**src/rtl/lcd_frame_ctrl.sv**
```systemverilog
// HD44780 4-bit character LCD controller: power-on init, then
// two-line frame writes on start/busy/done or in auto-refresh.
module lcd_frame_ctrl #(
  parameter int CHARS          = 16,
  parameter int AUTO_REFRESH   = 0,
  parameter int SETUP_CYC      = 2,
  parameter int E_HIGH_CYC     = 12,
  parameter int NIB_GAP_CYC    = 50,
  parameter int CMD_WAIT_CYC   = 2000,
  parameter int CLEAR_WAIT_CYC = 82000,
  parameter int PWRUP_WAIT_CYC = 750000,
  parameter int INIT_WAIT_CYC  = 205000
) (
  input  logic               clk,
  input  logic               reset,
  input  logic [8*CHARS-1:0] line1,
  input  logic [8*CHARS-1:0] line2,
  input  logic               start,
  output logic               busy,
  output logic               done,
  output logic               lcd_e,
  output logic               lcd_rs,
  output logic               lcd_w,
  output logic [3:0]         data
);

  function automatic int imax(
    input int a,
    input int b
  );
    return (a > b) ? a : b;
  endfunction

  localparam int MAXW = imax(
    imax(imax(PWRUP_WAIT_CYC, INIT_WAIT_CYC),
         imax(CLEAR_WAIT_CYC, CMD_WAIT_CYC)),
    imax(imax(SETUP_CYC, E_HIGH_CYC), NIB_GAP_CYC));
  localparam int CW     = $clog2(MAXW + 1);
  localparam int NBYTES = 2 * CHARS + 2;
  localparam int BW     = $clog2(NBYTES);

  typedef enum logic [2:0] {
    S_PWRUP,
    S_INIT_NIB,
    S_INIT_WAIT,
    S_CFG,
    S_IDLE,
    S_LATCH,
    S_WRITE,
    S_DONE
  } state_t;

  typedef enum logic [1:0] {
    P_SET,
    P_EHI,
    P_GAP,
    P_WAIT
  } phase_t;

  function automatic logic [7:0] cfg_byte(
    input logic [1:0] i
  );
    case (i)
      2'd0:    return 8'h28;
      2'd1:    return 8'h06;
      2'd2:    return 8'h0C;
      default: return 8'h01;
    endcase
  endfunction

  // Byte k of a frame: 0x80, line1 chars, 0xC0, line2 chars.
  function automatic logic [7:0] frame_byte(
    input logic [BW-1:0]      i,
    input logic [8*CHARS-1:0] a,
    input logic [8*CHARS-1:0] b
  );
    int                 k;
    logic [8*CHARS-1:0] t;
    k = int'(i);
    t = '0;
    if (k == 0) begin
      return 8'h80;
    end else if (k <= CHARS) begin
      t = a >> (8 * (CHARS - k));
      return t[7:0];
    end else if (k == CHARS + 1) begin
      return 8'hC0;
    end else if (k <= 2 * CHARS + 1) begin
      t = b >> (8 * (2 * CHARS + 1 - k));
      return t[7:0];
    end
    return 8'h00;
  endfunction

  function automatic logic frame_rs(
    input logic [BW-1:0] i
  );
    return !(int'(i) == 0 || int'(i) == CHARS + 1);
  endfunction

  state_t             state_q, state_d;
  phase_t             ph_q, ph_d;
  logic               lo_q, lo_d;
  logic [CW-1:0]      cnt_q, cnt_d;
  logic [1:0]         idx_q, idx_d;
  logic [BW-1:0]      byte_q, byte_d;
  logic [3:0]         nib_q, nib_d;
  logic               rs_q, rs_d;
  logic [8*CHARS-1:0] l1_q, l1_d;
  logic [8*CHARS-1:0] l2_q, l2_d;

  logic               go;
  logic [3:0]         go_nib;
  logic               go_rs;
  logic [7:0]         cur_b;
  logic               cur_rs;
  logic [7:0]         nxt_cfg;
  logic [7:0]         nxt_frm;
  logic               nxt_rs;
  logic [BW-1:0]      byte_inc;
  logic [1:0]         idx_inc;
  logic [CW-1:0]      lim;
  logic               set_end;
  logic               e_end;
  logic               gap_end;
  logic               wait_end;

  always_ff @(posedge clk) begin
    if (reset) begin
      state_q <= S_PWRUP;
      ph_q    <= P_WAIT;
      lo_q    <= 1'b0;
      cnt_q   <= '0;
      idx_q   <= '0;
      byte_q  <= '0;
      nib_q   <= 4'h0;
      rs_q    <= 1'b0;
      l1_q    <= '0;
      l2_q    <= '0;
    end else begin
      state_q <= state_d;
      ph_q    <= ph_d;
      lo_q    <= lo_d;
      cnt_q   <= cnt_d;
      idx_q   <= idx_d;
      byte_q  <= byte_d;
      nib_q   <= nib_d;
      rs_q    <= rs_d;
      l1_q    <= l1_d;
      l2_q    <= l2_d;
    end
  end

  always_comb begin
    byte_inc = BW'(byte_q + 1'b1);
    idx_inc  = 2'(idx_q + 2'd1);
    nxt_cfg  = cfg_byte(idx_inc);
    nxt_frm  = frame_byte(byte_inc, l1_q, l2_q);
    nxt_rs   = frame_rs(byte_inc);
    if (state_q == S_CFG) begin
      cur_b  = cfg_byte(idx_q);
      cur_rs = 1'b0;
    end else begin
      cur_b  = frame_byte(byte_q, l1_q, l2_q);
      cur_rs = frame_rs(byte_q);
    end
    if (state_q == S_INIT_WAIT) begin
      lim = (idx_q == 2'd0) ? CW'(INIT_WAIT_CYC - 1)
                            : CW'(CMD_WAIT_CYC - 1);
    end else if (state_q == S_CFG && idx_q == 2'd3) begin
      lim = CW'(CLEAR_WAIT_CYC - 1);
    end else begin
      lim = CW'(CMD_WAIT_CYC - 1);
    end
    set_end  = ph_q == P_SET && cnt_q == CW'(SETUP_CYC - 1);
    e_end    = ph_q == P_EHI && cnt_q == CW'(E_HIGH_CYC - 1);
    gap_end  = ph_q == P_GAP && cnt_q == CW'(NIB_GAP_CYC - 1);
    wait_end = ph_q == P_WAIT && cnt_q == lim;
  end

  always_comb begin
    state_d = state_q;
    ph_d    = ph_q;
    lo_d    = lo_q;
    cnt_d   = cnt_q + 1'b1;
    idx_d   = idx_q;
    byte_d  = byte_q;
    nib_d   = nib_q;
    rs_d    = rs_q;
    l1_d    = l1_q;
    l2_d    = l2_q;
    go      = 1'b0;
    go_nib  = 4'h0;
    go_rs   = 1'b0;
    unique case (state_q)
      S_PWRUP: begin
        if (cnt_q == CW'(PWRUP_WAIT_CYC - 1)) begin
          state_d = S_INIT_NIB;
          idx_d   = 2'd0;
          go      = 1'b1;
          go_nib  = 4'h3;
        end
      end
      S_INIT_NIB: begin
        if (set_end) begin
          ph_d  = P_EHI;
          cnt_d = '0;
        end else if (e_end) begin
          state_d = S_INIT_WAIT;
          ph_d    = P_WAIT;
          cnt_d   = '0;
        end
      end
      S_INIT_WAIT: begin
        if (wait_end) begin
          if (idx_q == 2'd3) begin
            state_d = S_CFG;
            idx_d   = 2'd0;
            lo_d    = 1'b0;
            go      = 1'b1;
            go_nib  = nxt_cfg[7:4];
          end else begin
            state_d = S_INIT_NIB;
            idx_d   = idx_inc;
            go      = 1'b1;
            go_nib  = (idx_q == 2'd2) ? 4'h2 : 4'h3;
          end
        end
      end
      S_CFG, S_WRITE: begin
        if (set_end) begin
          ph_d  = P_EHI;
          cnt_d = '0;
        end else if (e_end) begin
          ph_d  = lo_q ? P_WAIT : P_GAP;
          cnt_d = '0;
        end else if (gap_end) begin
          lo_d   = 1'b1;
          go     = 1'b1;
          go_nib = cur_b[3:0];
          go_rs  = cur_rs;
        end else if (wait_end) begin
          if (state_q == S_CFG) begin
            if (idx_q == 2'd3) begin
              state_d = (AUTO_REFRESH != 0) ? S_LATCH : S_IDLE;
            end else begin
              idx_d  = idx_inc;
              lo_d   = 1'b0;
              go     = 1'b1;
              go_nib = nxt_cfg[7:4];
            end
          end else if (byte_q == BW'(NBYTES - 1)) begin
            state_d = S_DONE;
          end else begin
            byte_d = byte_inc;
            lo_d   = 1'b0;
            go     = 1'b1;
            go_nib = nxt_frm[7:4];
            go_rs  = nxt_rs;
          end
        end
      end
      S_IDLE: begin
        cnt_d = cnt_q;
        if (start) begin
          state_d = S_LATCH;
        end
      end
      S_LATCH: begin
        l1_d    = line1;
        l2_d    = line2;
        state_d = S_WRITE;
        byte_d  = '0;
        lo_d    = 1'b0;
        go      = 1'b1;
        go_nib  = 4'h8;
      end
      S_DONE: begin
        state_d = (AUTO_REFRESH != 0) ? S_LATCH : S_IDLE;
      end
    endcase
    // Every nibble launch restarts the phase timer at setup.
    if (go) begin
      nib_d = go_nib;
      rs_d  = go_rs;
      ph_d  = P_SET;
      cnt_d = '0;
    end
  end

  always_comb begin
    lcd_e  = (state_q == S_INIT_NIB || state_q == S_CFG ||
              state_q == S_WRITE) && ph_q == P_EHI;
    lcd_rs = rs_q;
    lcd_w  = 1'b0;
    data   = nib_q;
    done   = state_q == S_DONE;
    busy   = (AUTO_REFRESH != 0) ||
             !(state_q == S_IDLE || state_q == S_DONE);
  end

endmodule

```
**config.mk**
```make
export PLATFORM = sky130hd
export DESIGN_NAME = lcd_frame_ctrl
export DESIGN_NICKNAME = d
export VERILOG_FILES = /design/src/rtl/lcd_frame_ctrl.sv
export SDC_FILE = /design/constraint.sdc
export NUM_CORES = 1
export LEC_CHECK = 0
export BUFFER_PORTS_ARGS = -buffer_cell sky130_fd_sc_hd__buf_2
export CELL_PAD_IN_SITES_DETAIL_PLACEMENT = 0
export CELL_PAD_IN_SITES_GLOBAL_PLACEMENT = 1
export CORE_MARGIN = 5
export CORE_UTILIZATION = 45
export CTS_CLUSTER_DIAMETER = 40
export DETAILED_ROUTE_END_ITERATION = 6
export MAX_ROUTING_LAYER = met4
export PLACE_DENSITY_LB_ADDON = 0.05
export SKIP_LAST_GASP = 1
export SYNTH_ARGS = -nofsm -noshare
export SYNTH_HDL_FRONTEND = slang
export SYNTH_SLANG_ARGS = --single-unit
```
**constraint.sdc**
```tcl
create_clock -name clk -period 12.3 [get_ports clk]
set_input_delay 1.845 -clock clk [delete_from_list [all_inputs] [get_ports clk]]
set_output_delay 1.845 -clock clk [all_outputs]
set_load 0.01 [all_outputs]
```
Word level (Yosys, flattened, before mapping)
Cells that the tools add are included.
{ "op_classes": {"n_shift": 4, "n_mux": 106, "addsub": 7, "order_cmp": 4, "reduce_logical": 32, "n_eq_ne": 44} }
{ "ops": {"columns": ["cell", "n"], "rows": [
  [">> shifter 128 x 32 -> 4 bit", 2],
  [">> shifter 128 x 32 -> 8 bit", 2],
  ["2-to-1 mux 4 bit", 15],
  ["2-to-1 mux 20 bit", 2],
  ["2-to-1 mux 8 bit", 5],
  ["case mux 20 bit (2 select lines)", 1],
  ["2-to-1 mux 1 bit", 37],
  ["2-to-1 mux 18 bit", 2],
  ["2-to-1 mux 3 bit", 12],
  ["2-to-1 mux 6 bit", 6],
  ["2-to-1 mux 2 bit", 16],
  ["inequality test 2 bit (second input constant)", 13],
  ["case mux 3 bit (7 select lines)", 1],
  ["adder 20 x 1 -> 20 bit (second input constant)", 1],
  ["equality test 20 x 1 -> 1 bit (second input constant)", 1],
  ["equality test 20 bit", 1],
  ["equality test 20 bit (second input constant)", 1],
  ["equality test 20 x 4 -> 1 bit (second input constant)", 1],
  ["equality test 20 x 6 -> 1 bit (second input constant)", 1],
  ["equality test 6 bit (second input constant)", 3],
  ["case mux 6 bit (3 select lines)", 1],
  ["2-to-1 mux 17 bit", 1],
  ["inequality test 4 bit (second input constant)", 4],
  ["case mux 4 bit (4 select lines)", 1],
  ["34 further kinds", 67]
]} }
{ "totals": {"register_bits": 295, "output_inout_bits": 9, "inputBits": 259} }

Logic depth before layout (Yosys ltp)
Gate-level depths: netlist of the first run.
{ "depth": {"ltp_word": 15, "mapped_depth": 18, "ltp_nobuf": 11} }

Least setup slack after synthesis of the first run
Ideal clock, no wire load.
{ "synth_path": {"kind": "reg2reg", "startpoint": "reg byte_q[1]", "endpoint": "reg nib_q[3] (netlist: data[3])", "path_slack_ns": 7.479, "n_path_buf": 6, "stages_incl_launch_ff": 18, "synth_period_minus_slack_ns": 4.821, "arrival_ns": 4.690, "t_required_ns": 12.168, "path_cell_list": "dfxtp_1 > buf_2 > clkbuf_1 > inv_1 > ha_1 > clkbuf_1 > buf_2 > buf_1 > inv_1 > ha_1 > clkbuf_1 > xor2_1 > nand2_1 > xnor2_1 > mux4_2 > nor2b_1 > a2111oi_0 > o31ai_1"} }
{ "synth_via": {"elab_chain_cells": 15, "elab_cells_between_ends": 52, "cone_classes": "add/sub (5); order compare (4); eq/ne (3); shift (4); mux (34); reduce/logical (2)"} }
{ "synth_rtl": {"columns": ["element", "line_no", "source"], "rows": [
  ["start: declaration", "106", "logic [BW-1:0] byte_q, byte_d;"],
  ["start signal: assignment", "146", "byte_q <= byte_d;"],
  ["adder 6 x 1 -> 6 bit", "155", "byte_inc = BW'(byte_q + 1'b1);"],
  ["subtractor 6 x 6 -> 7 bit", "89", "t = b >> (8 * (2 * CHARS + 1 - k));"],
  [">> shifter 128 x 32 -> 8 bit", "89", null],
  ["2-to-1 mux 8 bit", "88", "end else if (k <= 2 * CHARS + 1) begin"],
  ["2-to-1 mux 8 bit", "86", "end else if (k == CHARS + 1) begin"],
  ["2-to-1 mux 8 bit", "83", "end else if (k <= CHARS) begin"],
  ["2-to-1 mux 8 bit", "81", "if (k == 0) begin"],
  ["2-to-1 mux 8 bit", "92", "return 8'h00;"],
  ["2-to-1 mux 4 bit", "252", "end else if (byte_q == BW'(NBYTES - 1)) begin"],
  ["2-to-1 mux 4 bit", "243", "if (state_q == S_CFG) begin"],
  ["2-to-1 mux 4 bit", "242", "end else if (wait_end) begin"],
  ["2-to-1 mux 4 bit", "237", "end else if (gap_end) begin"],
  ["2-to-1 mux 4 bit", "234", "end else if (e_end) begin"],
  ["2-to-1 mux 4 bit", "231", "if (set_end) begin"],
  ["case mux 4 bit (4 select lines)", "195", "unique case (state_q)"],
  ["end signal: assignment", "147", "nib_q <= nib_d;"],
  ["end: declaration", "107", "logic [3:0] nib_q, nib_d;"]
]} }
Several ways; a longest one is shown, not always the timed one. The select of a mux whose other input is x is not followed.
A chain may end at the register's enable or synchronous reset.

Final worst setup path of the first run
{ "layout_path": {"startpoint": "reg byte_q[0]", "endpoint": "reg nib_q[3] (netlist: data[3])"} }
Same word-level chain as after synthesis.

==> reports/qor.csv, run 1 <==
metric;value;unit
dpl_cell_area;15400;µm²
fin_tns_setup;0;ns
critPathKind;reg2reg;
grt_pass1_wl;67000;µm
n_antenna_cell;0;
synth.largest_area_cell;dfxtp_1;
stdcell_area;16900;µm²
maxCapViolCount;0;
ctsResizeCount;0;
finish.utilization;55.2;%
worstSetupStartpoint;byte_q[0]$_SDFFE_PP0P_;
synth_async_sr_flop_share;0;%
cp_top_family;adder cells;
drive_above_1_share;23.9;%
ios;268;
routabilityCongestion;0.934;
hpwl;30000;µm
cts_buffers;44;
power.density;139;nW/µm²
synth.distinct_cells;75;
synth.avg_cell_area;8.38;µm²
clockBufferDepth;3;
route.vias.total;12600;
leakagePower;6.00;nW
reg2reg_to;data[3]$_SDFFE_PP0P_;
yosys_warnings;0;
synth.most_common_cell;nand2_1;
clk_pin_slew_worst_paths;0.05;ns
status;finished clean;
reg2regPathDepth;11;
final_cells;2293;
worstPathArrival;5.03;ns
ys.flop_type;dfxtp_1;
first_pass_iters;5;
r2r_start;byte_q[0]$_SDFFE_PP0P_;
grt_pass1_vias;12200;
routed_wl;42900;µm
cts_root_buffer;clkbuf_16;
cts_tree;yes;
ant_nets;0;
clock_latency;0.53;ns
layout.nets;2136;
grt_overflow;0;
max_slew_margin;27.3;%
synth_seq_area_share;42.1;%
rows;64;
htreeDepth;2;
worstSetupStartpointType;flip-flop;
dieArea;34800;µm²
postCtsHoldBufs;0;
fin_crit;4.64;ns
post_cts_buffers;0;
finalHoldViolations;0;
crit_end;data[3]$_SDFFE_PP0P_;
placeableCoreArea;30700;µm²
hp-class;reg2reg;
fillers;2975;
final-setup-viol-count;0;
synth_fp_nets;1945;
grt_max_degree;116;
critical-path-max-stage-delay;0.95;ns
drt_iter0_drc;1108;
period_share;37.7;%
critical_path_buf_inv_count;2;
worst_pin_slew;1.09;ns
netlist_area;14000;µm²
crit_top_cell;inv_1;
die_y;186;µm
worst-path-stages;11;
path_cells;inv_1 -> ha_4 -> inv_1 -> ha_1 -> xor2_1 -> nand2_1 -> xnor2_1 -> mux4_2 -> nor2b_1 -> a2111oi_0 -> o31ai_1;
grt_use_total;24.1;%
total_power;2.35;mW
required;12.70;ns
drc;0;
ir_drop;0.000108;V
ys_ff_latch;295;
die_w;186;µm
finalMaxSlewViolations;0;
crit_fanout;51;
place_ws;7.56;ns
synth_common_cells;nand2_1 (551), dfxtp_1 (295), a21oi_1 (277);
cp-end-kind;flip-flop;
netlist.area_leader.share;42.1;%
wl_per_cell;18.7;µm
synth_enable_flop_cells;0;
setup_slack;7.66;ns
grt_antenna_before_repair;0;
r2r_slack;7.66;ns
fmax;216;MHz
rsz0062_at_grt;no;
port_buffers;266;
slowest_stage;ha_4;
clock-sinks;295;
whs;0.449;ns
syn_inst;1672;
skew;0.0111;ns
synth.area.top_cells;dfxtp_1 (42%), nand2_1 (15%), mux4_2 (13%), a21oi_1 (9.9%), clkbuf_1 (2.9%);
layout-area-overhead-vs-synth;20.8;%
initial_core_util;45.7;%
viasPerCell;5.48;
dp_cells;2213;
==> power breakdown <==
group	leakage [nW]	internal (mW)	switching (mW)
combinational	2.91	0.0581	0.0764
sequential	2.38	0.961	0.0148
clock	0.715	0.785	0.451
total	6.00	1.80	0.543
==> tightest hold or removal path, stage by stage (launching register included) <==
cell and delay (ns):
dfxtp_1 0.30, nand2_1 0.05, a21oi_1 0.05
==> cells by family (layout without fill, tap and decap cells) <==
family | Yosys count | count (layout) | share of synthesized area (%)
other | 1 | 1 | 0.0268
AO/OA/AOI/OAI | 372 | 372 | 15.2
AND/OR/NAND/NOR | 722 | 722 | 22.0
adder cells (fa/ha/maj) | 14 | 14 | 1.25
multiplexers | 86 | 86 | 13.1
XOR/XNOR | 31 | 31 | 1.94
buffers and inverters | 151 | 376 | 4.27
flip-flops | 295 | 295 | 42.1
==> area by class of cell <==
class	count	area, µm²	share of cell area, %
multi-input combinational	1226	7540	44.5
sequential	295	5910	34.9
timing repair buffer	277	1420	8.40
clock buffer	61	1260	7.47
tap	396	495	2.93
clock inverter	19	223	1.32
inverter	19	71.3	0.421
==> sequential cells by signal (all words and copies together) (netlist names) <==
register and flops:
cnt_q 20, byte_q 6, lo_q 1, ph_q 2, lcd_rs 1, l1_q 128
idx_q 2, data 4, state_q 3, l2_q 128
==> placed cells by master (no fill, tap or decap), types with 7 or more instances in the layout <==
cell type	count
a211oi_1	8
a21oi_1	277
and2_1	10
and3_1	12
buf_2	265
buf_4	11
clkbuf_1	7
clkbuf_16	44
clkbuf_8	11
dfxtp_1	294
ha_1	13
inv_1	19
mux2i_1	7
mux4_2	78
nand2_1	550
nand2b_1	9
nand3_1	16
nor2_1	42
nor2b_1	16
nor3_1	10
nor4_1	8
o21ai_0	20
o31ai_1	10
or4_1	8
xnor2_1	13
xor2_1	18
==> how the worst min path moves through the flow <==
stage,from,to,cells after the start
floorplan,l1_q[100]$_SDFFE_PP0P_,l1_q[100]$_SDFFE_PP0P_,2
global placement,l2_q[102]$_SDFFE_PP0P_,l2_q[102]$_SDFFE_PP0P_,2
detailed placement,l1_q[100]$_SDFFE_PP0P_,l1_q[100]$_SDFFE_PP0P_,2
CTS,l2_q[87]$_SDFFE_PP0P_,l2_q[87]$_SDFFE_PP0P_,2
global route,l2_q[83]$_SDFFE_PP0P_,l2_q[83]$_SDFFE_PP0P_,2
finish,l2_q[87]$_SDFFE_PP0P_,l2_q[87]$_SDFFE_PP0P_,2
==> per-layer routing <==
metal | up-vias | share of wire (%) | GRT usage, %
li1 | 6159 | - | -
met5 | - | 0 | -
met4 | 0 | 2.9 | 7.09
met3 | 78 | 6.1 | 3.91
met1 | 5915 | 47 | 34.4
met2 | 404 | 44 | 35.6
Power figures use the tool's default switching activity.
==> run 2: changes to the inputs <==
Settings changed: CORE_UTILIZATION 45 to 37.
Clock period 12.3 ns to 4 ns, I/O delays scaled along.
==> run 2 against run 1 <==
Effect of this change:
- cell area up 3.7%
- critical endpoint unchanged
- via count up 0.26%
- setup slack worse by 7.1 ns
- largest cell class unchanged
- critical path type unchanged
==> reports/qor.csv, run 2 (synthesis results as in run 1) <==
metric;value;unit;change
required;4.44;ns;-8.26 ns
max_slew_margin;10.1;%;-17 points
clockBufferDepth;3;;unchanged
routed_wl;46500;µm;+8.5%
r2r_start;byte_q[0]$_SDFFE_PP0P_;;
finalMaxSlewViolations;0;;unchanged
placeableCoreArea;37600;µm²;+23%
cp_top_family;XOR/XNOR gates;;
whs;0.260;ns;-0.190 ns
ir_drop;0.000332;V;+210%
clock-sinks;295;;unchanged
path_cells;ha_1 -> xnor2_1 -> ha_1 -> buf_4 -> xor2_1 -> nand2_1 -> xnor2_2 -> mux4_2 -> nor2b_1 -> a2111oi_0 -> o31ai_1;;
critical_path_buf_inv_count;1;;-1
stdcell_area;17600;µm²;+3.7%
crit_top_cell;ha_1;;
rows;71;;+11%
initial_core_util;37.3;%;-8.4 points
power.density;458;nW/µm²;+230%
worstSetupStartpointType;flip-flop;;
status;finished clean;;
slowest_stage;mux4_2;;
crit_fanout;14;;-73%
drc;0;;unchanged
cts_root_buffer;clkbuf_16;;
setup_slack;0.591;ns;-7.07 ns
grt_pass1_wl;71300;µm;+6.6%
finalHoldViolations;0;;unchanged
wl_per_cell;19.1;µm;+2.3%
min_from;line1[112];;
postCtsHoldBufs;0;;unchanged
worst-path-stages;11;;unchanged
grt_antenna_before_repair;1;;+1
dp_cells;2338;;+5.6%
route.vias.total;12600;;+0.26%
clk_pin_slew_worst_paths;0.05;ns;about the same
ant_nets;0;;unchanged
worst_pin_slew;1.35;ns;+0.258 ns
final_cells;2430;;+6.0%
reg2reg_to;data[3]$_SDFFE_PP0P_;;
die_y;205;µm;+9.7%
grt_pass1_vias;12300;;+0.26%
worstPathArrival;3.85;ns;-1.18 ns
htreeDepth;2;;unchanged
routabilityCongestion;0.885;;-5.2%
grt_use_total;22.2;%;-1.9 points
place_ws;0.595;ns;-6.96 ns
fmax;293;MHz;+36%
layout-area-overhead-vs-synth;25.3;%;
dieArea;41900;µm²;+20%
post_cts_buffers;0;;unchanged
maxCapViolCount;0;;unchanged
reg2regPathDepth;11;;unchanged
fin_tns_setup;0;ns;unchanged
final-setup-viol-count;0;;unchanged
final_common_cell;nand2_1;;
critPathKind;reg2reg;;
viasPerCell;5.18;;-5.4%
hpwl;32600;µm;+8.4%
drt_iter0_drc;875;;-21%
die_w;205;µm;+9.7%
cts_tree;yes;;
skew;0.0209;ns;+0.00982 ns
grt_max_degree;260;;+120%
grt_overflow;0;;unchanged
first_pass_iters;5;;unchanged
layout.nets;2151;;+0.70%
ios;268;;unchanged
hp-class;in2reg;;
crit_end;data[3]$_SDFFE_PP0P_;;
worstSetupStartpoint;byte_q[0]$_SDFFE_PP0P_;;
clock_latency;0.57;ns;+0.04 ns
ctsResizeCount;0;;unchanged
period_share;85.2;%;+48 points
reg_top3;l1_q (128), l2_q (128), cnt_q (20);;
r2r_slack;0.59;ns;-7.07 ns
port_buffers;266;;unchanged
most-common-layout-cells;nand2_1 (550), dfxtp_1 (294), a21oi_1 (277), buf_2 (265), mux4_2 (78);;
cts_buffers;49;;+11%
dpl_cell_area;15700;µm²;+1.9%
leakagePower;6.26;nW;+4.4%
fin_crit;3.41;ns;-1.23 ns
drive_above_1_share;25.2;%;+1.2 points
cp-end-kind;flip-flop;;
fillers;3828;;+29%
critical-path-max-stage-delay;0.56;ns;-0.39 ns
rsz0062_at_grt;no;;
-- run 2: cell count changes in the layout (fill, tap and decap cells not counted), moves of 4 or more --
cell / delta
inv_6: +4
clkbuf_8: -4
clkbuf_1: -6
buf_4: +5
bufinv_16: +7
clkinv_2: +4
buf_12: +5
clkbuf_16: +6
-- run 2: final cells by class --
| class | instances | area (µm²) | share of cell area, % |
|---|---|---|---|
| clock buffer | 57 | 1340 | 7.62 |
| multi-input combinational | 1226 | 7560 | 43.0 |
| tap | 511 | 639 | 3.64 |
| timing repair buffer | 287 | 1560 | 8.88 |
| clock inverter | 34 | 485 | 2.76 |
| antenna | 1 | 2.50 | 0.0142 |
| inverter | 19 | 71.3 | 0.406 |
| sequential | 295 | 5910 | 33.6 |
-- run 2: how the worst min path moves through the flow --
| stage | end | slack, ns | cells after the start |
|---|---|---|---|
| finish | l1_q[112]$_SDFFE_PP0P_ | 0.26 | 3 |
| global route | l1_q[43]$_SDFFE_PP0P_ | 0.25 | 3 |
| CTS | l2_q[38]$_SDFFE_PP0P_ | 0.23 | 3 |
| detailed placement | l1_q[83]$_SDFFE_PP0P_ | 0.45 | 2 |
| global placement | l2_q[99]$_SDFFE_PP0P_ | 0.44 | 2 |
| floorplan | l1_q[100]$_SDFFE_PP0P_ | 0.43 | 2 |
-- run 2: metrics by stage --
| step | power, mW | utilization [%] |
|---|---|---|
| 6_report | 8.05 | 46.7 |
| 5_1_grt | 8.33 | 46.7 |
| 4_1_cts | 8.15 | 46.7 |
| 2_1_floorplan | 3.26 | - |
| 3_3_place_gp | 3.48 | 41.9 |
| 3_5_place_dp | 3.48 | 41.9 |
-- run 2: power by group --
group          internal [mW]  switching (mW)
Sequential              2.96          0.0401
Combinational          0.180           0.248
Clock                   3.06            1.57
Total                   6.20            1.85
-- run 2: tightest hold or removal path, cell delays in order --
cell and delay, ns:
buf_2 0.09, nand2_1 0.04, a21oi_1 0.05
-- run 2: per-layer routing --
layer	vias up	wire length, µm	track usage [%]
met4	0	948	6.01
li1	6191	-	-
met3	65	2120	3.70
met2	292	21500	34.1
met1	6041	22000	30.6
met5	-	0	-
